`src/rtl/ddr3_ui_traffic_gen_if.sv`:
```
// Local user interface of the DDR3 x16 controller: command, write-data and read-data channels.
// The traffic generator is the master; the controller (or its model) is the slave.
interface ddr3_ui_traffic_gen_if;
    logic [3:0]  cmd;
    logic        cmd_valid;
    logic        cmd_rdy;
    logic [25:0] addr;
    logic [4:0]  cmd_burst_cnt;
    logic        ofly_burst_len;
    logic        datain_rdy;
    logic [63:0] write_data;
    logic [7:0]  data_mask;
    logic [63:0] read_data;
    logic        read_data_valid;

    modport master (
        output cmd, cmd_valid, addr, cmd_burst_cnt, ofly_burst_len, write_data, data_mask,
        input  cmd_rdy, datain_rdy, read_data, read_data_valid
    );

    modport slave (
        input  cmd, cmd_valid, addr, cmd_burst_cnt, ofly_burst_len, write_data, data_mask,
        output cmd_rdy, datain_rdy, read_data, read_data_valid
    );
endinterface

```
`src/rtl/ddr3_ui_traffic_gen.sv`:
```
// Write/read-verify traffic generator for the DDR3 controller user interface (sclk domain).
// Writes NUM_CMDS BL8 commands of a seeded pattern, reads them back and reports errors.
module ddr3_ui_traffic_gen #(
    parameter int unsigned NUM_CMDS  = 256,
    parameter logic [25:0] BASE_ADDR = 26'h0,
    parameter logic [25:0] ADDR_STEP = 26'd8,
    parameter logic [31:0] SEED      = 32'hA5A5_0000,
    parameter int unsigned TIMEOUT   = 4096,
    parameter logic [3:0]  CMD_RD    = 4'b0001,
    parameter logic [3:0]  CMD_WR    = 4'b0010
) (
    input  logic                  clk,
    input  logic                  rst,
    input  logic                  init_done,
    input  logic                  start,
    ddr3_ui_traffic_gen_if.master ui,
    output logic                  busy,
    output logic                  done,
    output logic                  pass,
    output logic                  timeout,
    output logic [15:0]           err_count,
    output logic [25:0]           first_err_addr
);

    typedef enum logic [2:0] {StIdle, StWrCmd, StWrData, StRdCmd, StRdWait, StDone} state_e;

    localparam logic [31:0] LastIdx = 32'(NUM_CMDS - 1);
    localparam logic [31:0] TmoLast = 32'(TIMEOUT - 1);

    state_e      state_q, state_d;
    logic        busy_q, busy_d, done_q, done_d, pass_q, pass_d, timeout_q, timeout_d;
    logic [15:0] err_count_q, err_count_d;
    logic [25:0] first_err_addr_q, first_err_addr_d;
    logic        cmd_valid_q, cmd_valid_d;
    logic [3:0]  cmd_q, cmd_d;
    logic [25:0] addr_q, addr_d;
    logic [63:0] write_data_q, write_data_d;
    logic [31:0] cmd_idx_q, cmd_idx_d;
    logic        beat_q, beat_d;
    logic [31:0] chk_idx_q, chk_idx_d;
    logic        chk_beat_q, chk_beat_d;
    logic [25:0] chk_addr_q, chk_addr_d;
    logic        cmp_vld_q, cmp_vld_d, cmp_err_q, cmp_err_d, cmp_last_q, cmp_last_d;
    logic [25:0] cmp_addr_q, cmp_addr_d;
    logic [31:0] tmo_cnt_q, tmo_cnt_d;
    logic        accept, progress, reading, active;

    function automatic logic [63:0] pattern(input logic [31:0] idx, input logic beat);
        return {idx ^ SEED, ~idx[30:0], beat};
    endfunction

    always_comb begin
        state_d          = state_q;
        busy_d           = busy_q;
        done_d           = done_q;
        pass_d           = pass_q;
        timeout_d        = timeout_q;
        err_count_d      = err_count_q;
        first_err_addr_d = first_err_addr_q;
        cmd_valid_d      = cmd_valid_q;
        cmd_d            = cmd_q;
        addr_d           = addr_q;
        write_data_d     = write_data_q;
        cmd_idx_d        = cmd_idx_q;
        beat_d           = beat_q;
        chk_idx_d        = chk_idx_q;
        chk_beat_d       = chk_beat_q;
        chk_addr_d       = chk_addr_q;
        cmp_vld_d        = 1'b0;
        cmp_err_d        = cmp_err_q;
        cmp_last_d       = cmp_last_q;
        cmp_addr_d       = cmp_addr_q;

        accept   = cmd_valid_q && ui.cmd_rdy;
        progress = accept || ui.datain_rdy || ui.read_data_valid;
        reading  = (state_q == StRdCmd) || (state_q == StRdWait);
        active   = (state_q != StIdle) && (state_q != StDone);
        tmo_cnt_d = progress ? 32'd0 : tmo_cnt_q + 32'd1;

        // Compare stage 1: register the beat comparison, independent of read issue.
        if (reading && ui.read_data_valid) begin
            cmp_vld_d  = 1'b1;
            cmp_err_d  = ui.read_data != pattern(chk_idx_q, chk_beat_q);
            cmp_addr_d = chk_addr_q;
            cmp_last_d = chk_beat_q && (chk_idx_q == LastIdx);
            chk_beat_d = ~chk_beat_q;
            if (chk_beat_q) begin
                chk_idx_d  = chk_idx_q + 32'd1;
                chk_addr_d = chk_addr_q + ADDR_STEP;
            end
        end

        // Compare stage 2: accumulate errors.
        if (reading && cmp_vld_q && cmp_err_q) begin
            if (err_count_q != 16'hFFFF) err_count_d = err_count_q + 16'd1;
            if (err_count_q == 16'd0) first_err_addr_d = cmp_addr_q;
        end

        unique case (state_q)
            StIdle, StDone: begin
                state_d = StIdle;
                if (start && init_done) begin
                    state_d          = StWrCmd;
                    busy_d           = 1'b1;
                    done_d           = 1'b0;
                    pass_d           = 1'b0;
                    timeout_d        = 1'b0;
                    err_count_d      = 16'd0;
                    first_err_addr_d = 26'd0;
                    cmd_valid_d      = 1'b1;
                    cmd_d            = CMD_WR;
                    addr_d           = BASE_ADDR;
                    cmd_idx_d        = 32'd0;
                    beat_d           = 1'b0;
                    chk_idx_d        = 32'd0;
                    chk_beat_d       = 1'b0;
                    chk_addr_d       = BASE_ADDR;
                    tmo_cnt_d        = 32'd0;
                end
            end
            StWrCmd: begin
                if (accept) begin
                    cmd_valid_d  = 1'b0;
                    write_data_d = pattern(cmd_idx_q, 1'b0);
                    state_d      = StWrData;
                end
            end
            StWrData: begin
                if (ui.datain_rdy) begin
                    if (!beat_q) begin
                        beat_d       = 1'b1;
                        write_data_d = pattern(cmd_idx_q, 1'b1);
                    end else begin
                        beat_d      = 1'b0;
                        cmd_valid_d = 1'b1;
                        if (cmd_idx_q == LastIdx) begin
                            cmd_idx_d = 32'd0;
                            cmd_d     = CMD_RD;
                            addr_d    = BASE_ADDR;
                            state_d   = StRdCmd;
                        end else begin
                            cmd_idx_d = cmd_idx_q + 32'd1;
                            cmd_d     = CMD_WR;
                            addr_d    = addr_q + ADDR_STEP;
                            state_d   = StWrCmd;
                        end
                    end
                end
            end
            StRdCmd: begin
                if (accept) begin
                    if (cmd_idx_q == LastIdx) begin
                        cmd_valid_d = 1'b0;
                        state_d     = StRdWait;
                    end else begin
                        cmd_idx_d = cmd_idx_q + 32'd1;
                        addr_d    = addr_q + ADDR_STEP;
                    end
                end
            end
            StRdWait: ;
            default: state_d = StIdle;
        endcase

        if (reading && cmp_vld_q && cmp_last_q) begin
            state_d     = StDone;
            cmd_valid_d = 1'b0;
            busy_d      = 1'b0;
            done_d      = 1'b1;
            pass_d      = (err_count_d == 16'd0) && !timeout_q;
        end

        if (active && !progress && (tmo_cnt_q == TmoLast)) begin
            state_d     = StDone;
            cmd_valid_d = 1'b0;
            timeout_d   = 1'b1;
            busy_d      = 1'b0;
            done_d      = 1'b1;
            pass_d      = 1'b0;
        end
    end

    always_ff @(posedge clk or posedge rst) begin
        if (rst) begin
            state_q          <= StIdle;
            busy_q           <= 1'b0;
            done_q           <= 1'b0;
            pass_q           <= 1'b0;
            timeout_q        <= 1'b0;
            err_count_q      <= 16'd0;
            first_err_addr_q <= 26'd0;
            cmd_valid_q      <= 1'b0;
            cmd_q            <= 4'd0;
            addr_q           <= 26'd0;
            write_data_q     <= 64'd0;
            cmd_idx_q        <= 32'd0;
            beat_q           <= 1'b0;
            chk_idx_q        <= 32'd0;
            chk_beat_q       <= 1'b0;
            chk_addr_q       <= 26'd0;
            cmp_vld_q        <= 1'b0;
            cmp_err_q        <= 1'b0;
            cmp_last_q       <= 1'b0;
            cmp_addr_q       <= 26'd0;
            tmo_cnt_q        <= 32'd0;
        end else begin
            state_q          <= state_d;
            busy_q           <= busy_d;
            done_q           <= done_d;
            pass_q           <= pass_d;
            timeout_q        <= timeout_d;
            err_count_q      <= err_count_d;
            first_err_addr_q <= first_err_addr_d;
            cmd_valid_q      <= cmd_valid_d;
            cmd_q            <= cmd_d;
            addr_q           <= addr_d;
            write_data_q     <= write_data_d;
            cmd_idx_q        <= cmd_idx_d;
            beat_q           <= beat_d;
            chk_idx_q        <= chk_idx_d;
            chk_beat_q       <= chk_beat_d;
            chk_addr_q       <= chk_addr_d;
            cmp_vld_q        <= cmp_vld_d;
            cmp_err_q        <= cmp_err_d;
            cmp_last_q       <= cmp_last_d;
            cmp_addr_q       <= cmp_addr_d;
            tmo_cnt_q        <= tmo_cnt_d;
        end
    end

    assign ui.cmd            = cmd_q;
    assign ui.cmd_valid      = cmd_valid_q;
    assign ui.addr           = addr_q;
    assign ui.cmd_burst_cnt  = 5'd1;
    assign ui.ofly_burst_len = 1'b0;
    assign ui.write_data     = write_data_q;
    assign ui.data_mask      = 8'd0;

    assign busy           = busy_q;
    assign done           = done_q;
    assign pass           = pass_q;
    assign timeout        = timeout_q;
    assign err_count      = err_count_q;
    assign first_err_addr = first_err_addr_q;

endmodule

```
`src/flat_wrapper.sv`:
```
// flat-port wrapper written by rule: the top's interface ports become plain ports
module ddr3_ui_traffic_gen_flat 
#(
    parameter int unsigned NUM_CMDS  = 256,
    parameter logic [25:0] BASE_ADDR = 26'h0,
    parameter logic [25:0] ADDR_STEP = 26'd8,
    parameter logic [31:0] SEED      = 32'hA5A5_0000,
    parameter int unsigned TIMEOUT   = 4096,
    parameter logic [3:0]  CMD_RD    = 4'b0001,
    parameter logic [3:0]  CMD_WR    = 4'b0010
)
  (clk, rst, init_done, start, busy, done, pass, timeout, err_count, first_err_addr, ui_cmd, ui_cmd_valid, ui_addr, ui_cmd_burst_cnt, ui_ofly_burst_len, ui_write_data, ui_data_mask, ui_cmd_rdy, ui_datain_rdy, ui_read_data, ui_read_data_valid);
  ddr3_ui_traffic_gen_if ui_i ();
  input  logic clk;
  input  logic rst;
  input  logic init_done;
  input  logic start;
  output logic busy;
  output logic done;
  output logic pass;
  output logic timeout;
  output logic [15:0] err_count;
  output logic [25:0] first_err_addr;
  output wire logic [$bits(ui_i.cmd)-1:0] ui_cmd;
  output wire logic [$bits(ui_i.cmd_valid)-1:0] ui_cmd_valid;
  output wire logic [$bits(ui_i.addr)-1:0] ui_addr;
  output wire logic [$bits(ui_i.cmd_burst_cnt)-1:0] ui_cmd_burst_cnt;
  output wire logic [$bits(ui_i.ofly_burst_len)-1:0] ui_ofly_burst_len;
  output wire logic [$bits(ui_i.write_data)-1:0] ui_write_data;
  output wire logic [$bits(ui_i.data_mask)-1:0] ui_data_mask;
  input wire logic [$bits(ui_i.cmd_rdy)-1:0] ui_cmd_rdy;
  input wire logic [$bits(ui_i.datain_rdy)-1:0] ui_datain_rdy;
  input wire logic [$bits(ui_i.read_data)-1:0] ui_read_data;
  input wire logic [$bits(ui_i.read_data_valid)-1:0] ui_read_data_valid;
  assign ui_cmd = ui_i.cmd;
  assign ui_cmd_valid = ui_i.cmd_valid;
  assign ui_addr = ui_i.addr;
  assign ui_cmd_burst_cnt = ui_i.cmd_burst_cnt;
  assign ui_ofly_burst_len = ui_i.ofly_burst_len;
  assign ui_write_data = ui_i.write_data;
  assign ui_data_mask = ui_i.data_mask;
  assign ui_i.cmd_rdy = ui_cmd_rdy;
  assign ui_i.datain_rdy = ui_datain_rdy;
  assign ui_i.read_data = ui_read_data;
  assign ui_i.read_data_valid = ui_read_data_valid;
  ddr3_ui_traffic_gen #(.NUM_CMDS(NUM_CMDS), .BASE_ADDR(BASE_ADDR), .ADDR_STEP(ADDR_STEP), .SEED(SEED), .TIMEOUT(TIMEOUT), .CMD_RD(CMD_RD), .CMD_WR(CMD_WR)) u_core (.clk(clk), .rst(rst), .init_done(init_done), .start(start), .ui(ui_i), .busy(busy), .done(done), .pass(pass), .timeout(timeout), .err_count(err_count), .first_err_addr(first_err_addr));
endmodule
```
`config.mk`:
```
export PLATFORM = sky130hd
export DESIGN_NAME = ddr3_ui_traffic_gen_flat
export DESIGN_NICKNAME = d
export VERILOG_FILES = /design/src/rtl/ddr3_ui_traffic_gen_if.sv /design/src/rtl/ddr3_ui_traffic_gen.sv /design/src/flat_wrapper.sv
export SDC_FILE = /design/constraint.sdc
export NUM_CORES = 1
export LEC_CHECK = 0
export BUFFER_PORTS_ARGS = -buffer_cell sky130_fd_sc_hd__buf_2
export CAP_MARGIN = 20
export CORE_MARGIN = 2
export CORE_UTILIZATION = 45
export DETAILED_ROUTE_END_ITERATION = 8
export GPL_ROUTABILITY_DRIVEN = 0
export GPL_TIMING_DRIVEN = 0
export PLACE_DENSITY = 0.75
export SLEW_MARGIN = 20
export SYNTH_ARGS = -nofsm -noshare
export SYNTH_HDL_FRONTEND = slang
export SYNTH_SLANG_ARGS = --single-unit
```
`constraint.sdc`:
```
create_clock -name clk -period 20.1 [get_ports clk]
set_input_delay 4.02 -clock clk [delete_from_list [all_inputs] [get_ports clk]]
set_output_delay 4.02 -clock clk [all_outputs]
set_load 0.05 [all_outputs]
```
# After elaboration in Yosys (flattened, before gate mapping)
# Index checks and enable logic that the tools add are counted.
[totals] register_bits=297 input_bits=71 wordCells=172
[op_classes] addsub=6 eq_ne=25 n_mux=78 n_bitwise=5 n_reduce_logical=37
[op_table] op="two-way mux 32 bit" count=13
[op_table] op="two-way mux 26 bit" count=14
[op_table] op="two-way mux 64 bit" count=3
[op_table] op="case mux 64 bit (2 select lines)" count=1
[op_table] op="adder 32 x 1 -> 32 bit (second input constant)" count=3
[op_table] op="case mux 32 bit (3 select lines)" count=1
[op_table] op="case mux 26 bit (3 select lines)" count=1
[op_table] op="== test 32 x 8 -> 1 bit (second input constant)" count=2
[op_table] op="two-way mux 16 bit" count=4
[op_table] op="!= test 64 bit" count=1
[op_table] op="inverter 31 bit" count=2
[op_table] op="adder 26 x 4 -> 26 bit (second input constant)" count=2
[op_table] op="== test 32 x 12 -> 1 bit (second input constant)" count=1
[op_table] op="logical NOT 16 bit" count=2
[op_table] op="two-way mux 1 bit" count=25
[op_table] op="two-way mux 3 bit" count=7
[op_table] op="adder 16 x 1 -> 16 bit (second input constant)" count=1
[op_table] op="!= test 16 bit (second input constant)" count=1
[op_table] op="inverter 8 bit" count=2
[op_table] op="case mux 3 bit (5 select lines)" count=1
[op_table] op="two-way mux 4 bit" count=3
[op_table] op="!= test 4 x 1 -> 1 bit (second input constant)" count=3
[op_table] op="AND reduction 6 bit" count=2
[op_table] op="nonzero test 3 bit" count=4
[op_table] op="25 further kinds" count=52

# Depth between registers and ports, before layout
# Gate-level depths: netlist of run 1.
[depth] ltp_word=11 mapped_depth=10

# Worst setup path before layout of run 1
# No wires, ideal clock.
[synth_timing] path_type="in2reg" from="input ui_read_data_valid" to="register u_core.chk_addr_q[25]" setup_time_ns=0.121 arrival_time_ns=5.530 slack_ns=14.448 cell_stages=8 path_buffers=1 path_cell_list="inv_1 a211oi_4 and4_1 buf_2 nand4_4 or4_1 nand3_1 o21ai_1"
[synth_via] elab_chain_len=4
[synth_lines] item="start, declared" line="flat_wrapper.sv:34" text="input wire logic [$bits(ui_i.read_data_valid)-1:0] ui_read_data_valid;"
[synth_lines] item="logical AND 1 bit *" line="ddr3_ui_traffic_gen.sv:81" text="if (reading && ui.read_data_valid) begin"
[synth_lines] item="two-way mux 26 bit *" line="ddr3_ui_traffic_gen.sv:81"
[synth_lines] item="two-way mux 26 bit" line="ddr3_ui_traffic_gen.sv:102" text="if (start && init_done) begin"
[synth_lines] item="two-way mux 26 bit *" line="ddr3_ui_traffic_gen.sv:99" text="unique case (state_q)"
[synth_lines] item="named net u_core.chk_addr_d[25]" line="ddr3_ui_traffic_gen.sv:42" text="logic [25:0] chk_addr_q, chk_addr_d;"
[synth_lines] item="end signal, assigned" line="ddr3_ui_traffic_gen.sv:222" text="chk_addr_q <= chk_addr_d;"
[synth_lines] item="end, declared" line="ddr3_ui_traffic_gen.sv:42"
# The timed path passes the listed nets; every way through them passes the cells marked *.
# A chain may end at the register's enable or synchronous reset.

# Final worst setup path of run 1
[layout_timing] from="input start" to="register u_core.chk_idx_q[3]"
[layout_via] elab_chain_len=3
[layout_lines] item="start, declared" line="flat_wrapper.sv:17" text="input logic start;"
[layout_lines] item="logical AND 1 bit" line="ddr3_ui_traffic_gen.sv:102"
[layout_lines] item="two-way mux 32 bit" line="ddr3_ui_traffic_gen.sv:102"
[layout_lines] item="two-way mux 32 bit" line="ddr3_ui_traffic_gen.sv:99"
[layout_lines] item="named net u_core.chk_idx_d[3]" line="ddr3_ui_traffic_gen.sv:40" text="logic [31:0] chk_idx_q, chk_idx_d;"
[layout_lines] item="end signal, assigned" line="ddr3_ui_traffic_gen.sv:220" text="chk_idx_q <= chk_idx_d;"
[layout_lines] item="end, declared" line="ddr3_ui_traffic_gen.sv:40"
# The timed path passes the listed nets, and every way through them passes these cells.

==> results.cfg, run 1 <==
[outcome]
outcome = complete, no violations

[layout]
antenna_cells = 0
final_net_count = 1760
fillCellCount = 2635
regArea_um2 = 6980
multi_input_area_um2 = 6250
drive_above_1_share = 0.206
area_delta_synth_final_pct = 19.9

[cts]
cts-buffers-inserted = 30
cts_resized = 0
clockBufferDepth = 3
postCtsSetupRepairBufs = 0
numClockSinks = 279
cts_hold_buf = 0
root_buffer = clkbuf_16
clk_latency_ns = 0.55
clk_pin_slew_worst_paths_ns = 0.06
tritoncts = built
htreeDepth = 1

[drt]
wirelength_um = 34700
postRouteAntennaNets = 0
wl_met1_um = 15400
met3_wirelength_um = 2100
dr_wl_met2_um = 16300
first_iter_violations = 773
routedWlPerCell_um = 16.5
highest_layer = met4
first_pass_iters = 5
vias = 11500
drcViolationCount = 0
via_per_inst = 5.49

[critical_path]
crit_fanout = 10
path_buf_inv = 4
crit_required_ns = 20.50
critical_path.slowest_cell = clkbuf_1
start_kind = primary input
crit_path_max_incr_delay_ns = 0.55
crit_top_cell = clkbuf_1
end_kind = register
critical_path_arrival_ns = 6.34
critical_path_class = in2reg
cpLargestDelayFamily = buffers and inverters
path_cells = buf_2, nand2_1, nor3_4, clkbuf_1, clkbuf_1, clkbuf_1, nor2_1

[grt]
overflow = 0
first_global_vias = 11100
grtUsageTotal = 0.215
antenna_found_initial = 0
grt_pass1_wl_um = 55900
grt_max_degree = 102

[sta]
max-slew-margin-rel = 0.312
min_period_ns = 5.94
worst_pin_slew_ns = 1.03
holdWs_ns = 0.468
max_freq_mhz = 168
setup_violations = 0
rsz0062_at_grt = false
fin_setup_tns_ns = 0
slew_viol_final = 0
hold_viol = 0
fin_skew_ns = 0.0139
finalCritPeriodShare = 0.295

[yosys]
ys_ff_latch = 279
ys_warn_count = 0
synth.most_common_cell = dfrtp_1
synthArstFlopShare = 1.00
synth_common_cells = dfrtp_1 (279), nor2_1 (185), nand2_1 (150)
yosysSeqAreaShare = 0.508
synthFlopType = dfrtp_1
syn_inst = 1425
synth_edf_count = 0
ys_types = 64
synth_area_um2 = 13800
syn_avg_cell_area_um2 = 9.65
synth_top_cell_by_area = dfrtp_1
yosysTopAreaCellShare = 0.508
synth_area_leaders = dfrtp_1 (51%), nor2_1 (5.0%), xnor2_1 (4.8%)

[floorplan]
dieArea_um2 = 32000
dieWidth_um = 179
fp.dieH_um = 179
start_util = 0.453
rows = 64
ios = 226
core_um2 = 30300

[power]
powerDensity_nw_per_um2 = 111
p_leak_nw = 7.74
peakVddDrop_v = 0.0000771

[placement]
dpl.hpwl_um = 25100
port_buffers = 206

[hold_path]
hold_class = reg2reg

[flow_run]
cap_violations = 0
[routing by layer]
metal  vias up  GRT usage
met5         -          0
li1       5419          -
met4         0     0.0637
met2       376      0.349
met3        72     0.0369
met1      5676      0.296
[power breakdown]
part / total [mW] / switching, mW / internal (mW)
clock network: 0.585 / 0.225 / 0.360
logic: 0.575 / 0.434 / 0.142
registers: 0.675 / 0.0521 / 0.623
[logic make-up (layout without fill, tap and decap cells)]
group,Yosys count,in the layout,synth area share
buffers and inverters,121,385,0.0426
AOI/OAI and AO/OA,204,204,0.0896
and+or+nand+nor,612,612,0.217
muxes,61,61,0.0477
DFF,279,279,0.508
adders and majority gates,7,7,0.00637
other,2,19,0.000546
xor gates and xnor gates,139,139,0.0885
[through the flow]
step                      instances  setup slack (ns)  total power [mW]  utilization  area, um^2
final                          2102             14.16              1.84        0.543       16500
after global routing           2102             13.98              1.92        0.543       16500
after CTS                      2102             14.18              1.85        0.543       16500
after detailed placement       2046             13.60              1.26        0.508       15400
after global placement         2044              5.50              1.24        0.506       15300
after floorplan                1442              8.39              1.10            -       13800
[state kept, by name (all words and copies together) (netlist names), 2 cells and up]
signal and flops:
u_core.cmd_idx_q 32, u_core.chk_idx_q 32, u_core.err_count 16, u_core.cmp_addr_q 23, u_core.state_q 3, u_core.ui.cmd 2
u_core.chk_addr_q 23, u_core.ui.addr 23, u_core.ui.write_data 57, u_core.first_err_addr 26, u_core.tmo_cnt_q 32
[area by class of cell]
cell class	instances	area share
Sequential cell	279	0.423
Multi-Input combinational cell	1042	0.379
Timing Repair Buffer	208	0.0659
Clock buffer	44	0.0567
Tap cell	396	0.0301
Buffer	96	0.0298
Clock inverter	12	0.00880
Inverter	25	0.00615
[worst paths after layout]
| path | cells after the start | to | slack [ns] | from |
|---|---|---|---|---|
| min in group asynchronous | 2 | u_core.ui.write_data[7]$_DFFE_PP0P_ | 3.57 | rst |
| hold reg to reg | 2 | u_core.done$_DFFE_PP0P_ | 0.47 | u_core.done$_DFFE_PP0P_ |
| hold / removal | 2 | u_core.done$_DFFE_PP0P_ | 0.47 | u_core.done$_DFFE_PP0P_ |
| setup / recovery | 7 | u_core.chk_idx_q[3]$_DFF_PP0_ | 14.16 | start |
| max in group asynchronous | 3 | u_core.ui.write_data[46]$_DFFE_PP0P_ | 15.59 | rst |
| setup reg to reg | 9 | u_core.ui.addr[12]$_DFFE_PP0P_ | 16.75 | u_core.cmd_idx_q[6]$_DFFE_PP0P_ |
[tightest hold or removal path, cell delays in order, from the launching register on]
cell and delay [ns]:
dfrtp_1 0.33, nand2_1 0.05, nand2_1 0.05
[cells in the final DEF, fill, tap and decap left out, drive strengths merged, types with 13 or more instances in the layout]
cell      n
dfrtp   279
buf     252
nor2    185
nand2   150
o21ai   105
clkbuf   96
xnor2    76
xor2     63
nand3    59
nor4     45
a21oi    40
mux2     36
nand4    36
nor3     30
and3     25
mux2i    25
inv      25
conb     19
or3      17
and4     15
nor2b    14
and2     14
o31ai    13
No activity file was read; power rests on OpenSTA's default activity.
==> inputs of run 2 (changes only) <==
- PLACE_DENSITY: 0.75 -> 0.78
- clock period: 20.1 -> 5.15 ns (I/O delays scaled with it)
==> run 2 against run 1 <==
Effect of this change:
- first-iteration DRC count is 20% higher
- utilization is 0.45 points higher
- global-route usage is 1.1 points higher
- combinational power grew to 3.9 times the previous value
- register-to-register slack lost 15 ns
- critical path type is now reg2reg
- largest power group unchanged
- highest routed layer unchanged
==> results.cfg, run 2 (synthesized netlist as in run 1, its figures left out) <==
[critical_path]
start_kind = register
r2r-end = u_core.ui.addr[12]$_DFFE_PP0P_
critical_path.slowest_cell = nor4_1
cp-startpoint = u_core.cmd_idx_q[5]$_DFFE_PP0P_
reg2reg_setup_slack_ns = 1.86
crit_path_max_incr_delay_ns = 0.90
crit_fanout = 10
critical_path_class = reg2reg
reg2reg_depth = 9
crit_path_end = u_core.ui.addr[12]$_DFFE_PP0P_
end_kind = register
path_cells = and4_1, nand4_1, nor4_1, a211o_1, buf_2, nor2_1, clkbuf_1, nand3_1, o21ai_1
crit_required_ns = 5.58
critical_path_arrival_ns = 3.72
r2r_start = u_core.cmd_idx_q[5]$_DFFE_PP0P_

[grt]
overflow = 0
first_global_vias = 11300
grt_pass1_wl_um = 58400
grt_max_degree = 36
grtUsageTotal = 0.226
antenna_found_initial = 1

[cts]
numClockSinks = 279
cts-buffers-inserted = 31
cts_hold_buf = 0
htreeDepth = 1
clk_latency_ns = 0.56
root_buffer = clkbuf_16
cts_resized = 0
postCtsSetupRepairBufs = 0
clk_pin_slew_worst_paths_ns = 0.06
clockBufferDepth = 3
tritoncts = built

[drt]
first_iter_violations = 927
postRouteAntennaNets = 0
drcViolationCount = 0
first_pass_iters = 5
via_per_inst = 5.55
vias = 11700
routedWlPerCell_um = 17.2
wirelength_um = 36300

[sta]
min_period_ns = 3.29
max_freq_mhz = 304
slew_viol_final = 0
worst_pin_slew_ns = 1.03
fin_skew_ns = 0.0188
rsz0062_at_grt = false
hold_viol = 0
finalCritPeriodShare = 0.639
fin_setup_tns_ns = 0
holdWs_ns = 0.431
max-slew-margin-rel = 0.308
setup_violations = 0

[floorplan]
dieArea_um2 = 32000
ios = 226
start_util = 0.453
rows = 64
fp.dieH_um = 179
dieWidth_um = 179
core_um2 = 30300

[layout]
drive_above_1_share = 0.207
regArea_um2 = 6980
utilization = 0.548
area_delta_synth_final_pct = 20.8
final_net_count = 1768
largest_reg_flops = 57
multi_input_area_um2 = 6250
final_common_cell = dfrtp_1
layout_common_cells = dfrtp_1 (279), buf_2 (218), nor2_1 (185)
fillCellCount = 2585

[placement]
dpl.hpwl_um = 25900
port_buffers = 206

[flow_run]
cap_violations = 0

[power]
p_leak_nw = 7.79
total_power_mw = 7.24
powerDensity_nw_per_um2 = 436
peakVddDrop_v = 0.000253

[hold_path]
hold_class = in2async

[outcome]
outcome = complete, no violations
## run 2: cell count changes in the layout (fill, tap and decap cells not counted), moves of 2 or more
cell / delta
buf_12: +8
inv_8: -2
clkinvlp_4: +2
clkinv_2: -2
bufinv_16: +2
clkbuf_1: +6
clkbuf_8: -6
## run 2: power by group
group	internal [mW]	switching (mW)
clock	1.43	0.900
sequential	2.43	0.206
combinational	0.564	1.71
## run 2: worst min path at each step
stage                                                    start                                    to  slack [ns]  cells past startpoint
after global placement    u_core.ui.write_data[26]$_DFFE_PP0P_  u_core.ui.write_data[26]$_DFFE_PP0P_        0.46                      2
after global routing                                       rst         u_core.tmo_cnt_q[4]$_DFF_PP0_        0.43                      2
after detailed placement  u_core.ui.write_data[11]$_DFFE_PP0P_  u_core.ui.write_data[11]$_DFFE_PP0P_        0.46                      2
final                                                      rst         u_core.chk_idx_q[9]$_DFF_PP0_        0.43                      2
after floorplan                u_core.chk_addr_q[25]$_DFF_PP0_       u_core.chk_addr_q[25]$_DFF_PP0_        0.44                      1
after CTS                                                  rst               u_core.busy$_DFFE_PP0P_        0.42                      2
## run 2: final cells by class
| class | count | share of cell area |
|---|---|---|
| sequential | 279 | 0.420 |
| tap | 396 | 0.0298 |
| buffer | 96 | 0.0296 |
| antenna | 1 | 0.000151 |
| timing repair buffer | 215 | 0.0733 |
| multi-input combinational | 1042 | 0.376 |
| inverter | 25 | 0.00587 |
| clock buffer | 44 | 0.0526 |
| clock inverter | 14 | 0.0126 |
## run 2: metal layers
metal / routed length [um] / global-route usage / up-vias
met5: 0 / 0 / -
met2: 16800 / 0.356 / 438
met4: 1370 / 0.0891 / 0
met1: 15900 / 0.311 / 5755
met3: 2190 / 0.0386 / 93
li1: - / - / 5436
## run 2: worst max-delay path: cells and delay by family (launching register included)
| kind | cells | cell delay (ns) |
|---|---|---|
| buf+inv | 2 | 0.55 |
| compound gates | 2 | 0.33 |
| flops | 1 | 0.51 |
| simple gates | 5 | 1.78 |
## run 2: per-stage QoR
step,setup slack [ns],instance area (um^2),std cells
CTS,1.99,16600,2111
floorplan,0.427,13800,1442
global placement,-1.14,15300,2044
detailed placement,1.70,15500,2053
global route,1.67,16600,2112
finish,1.86,16600,2112
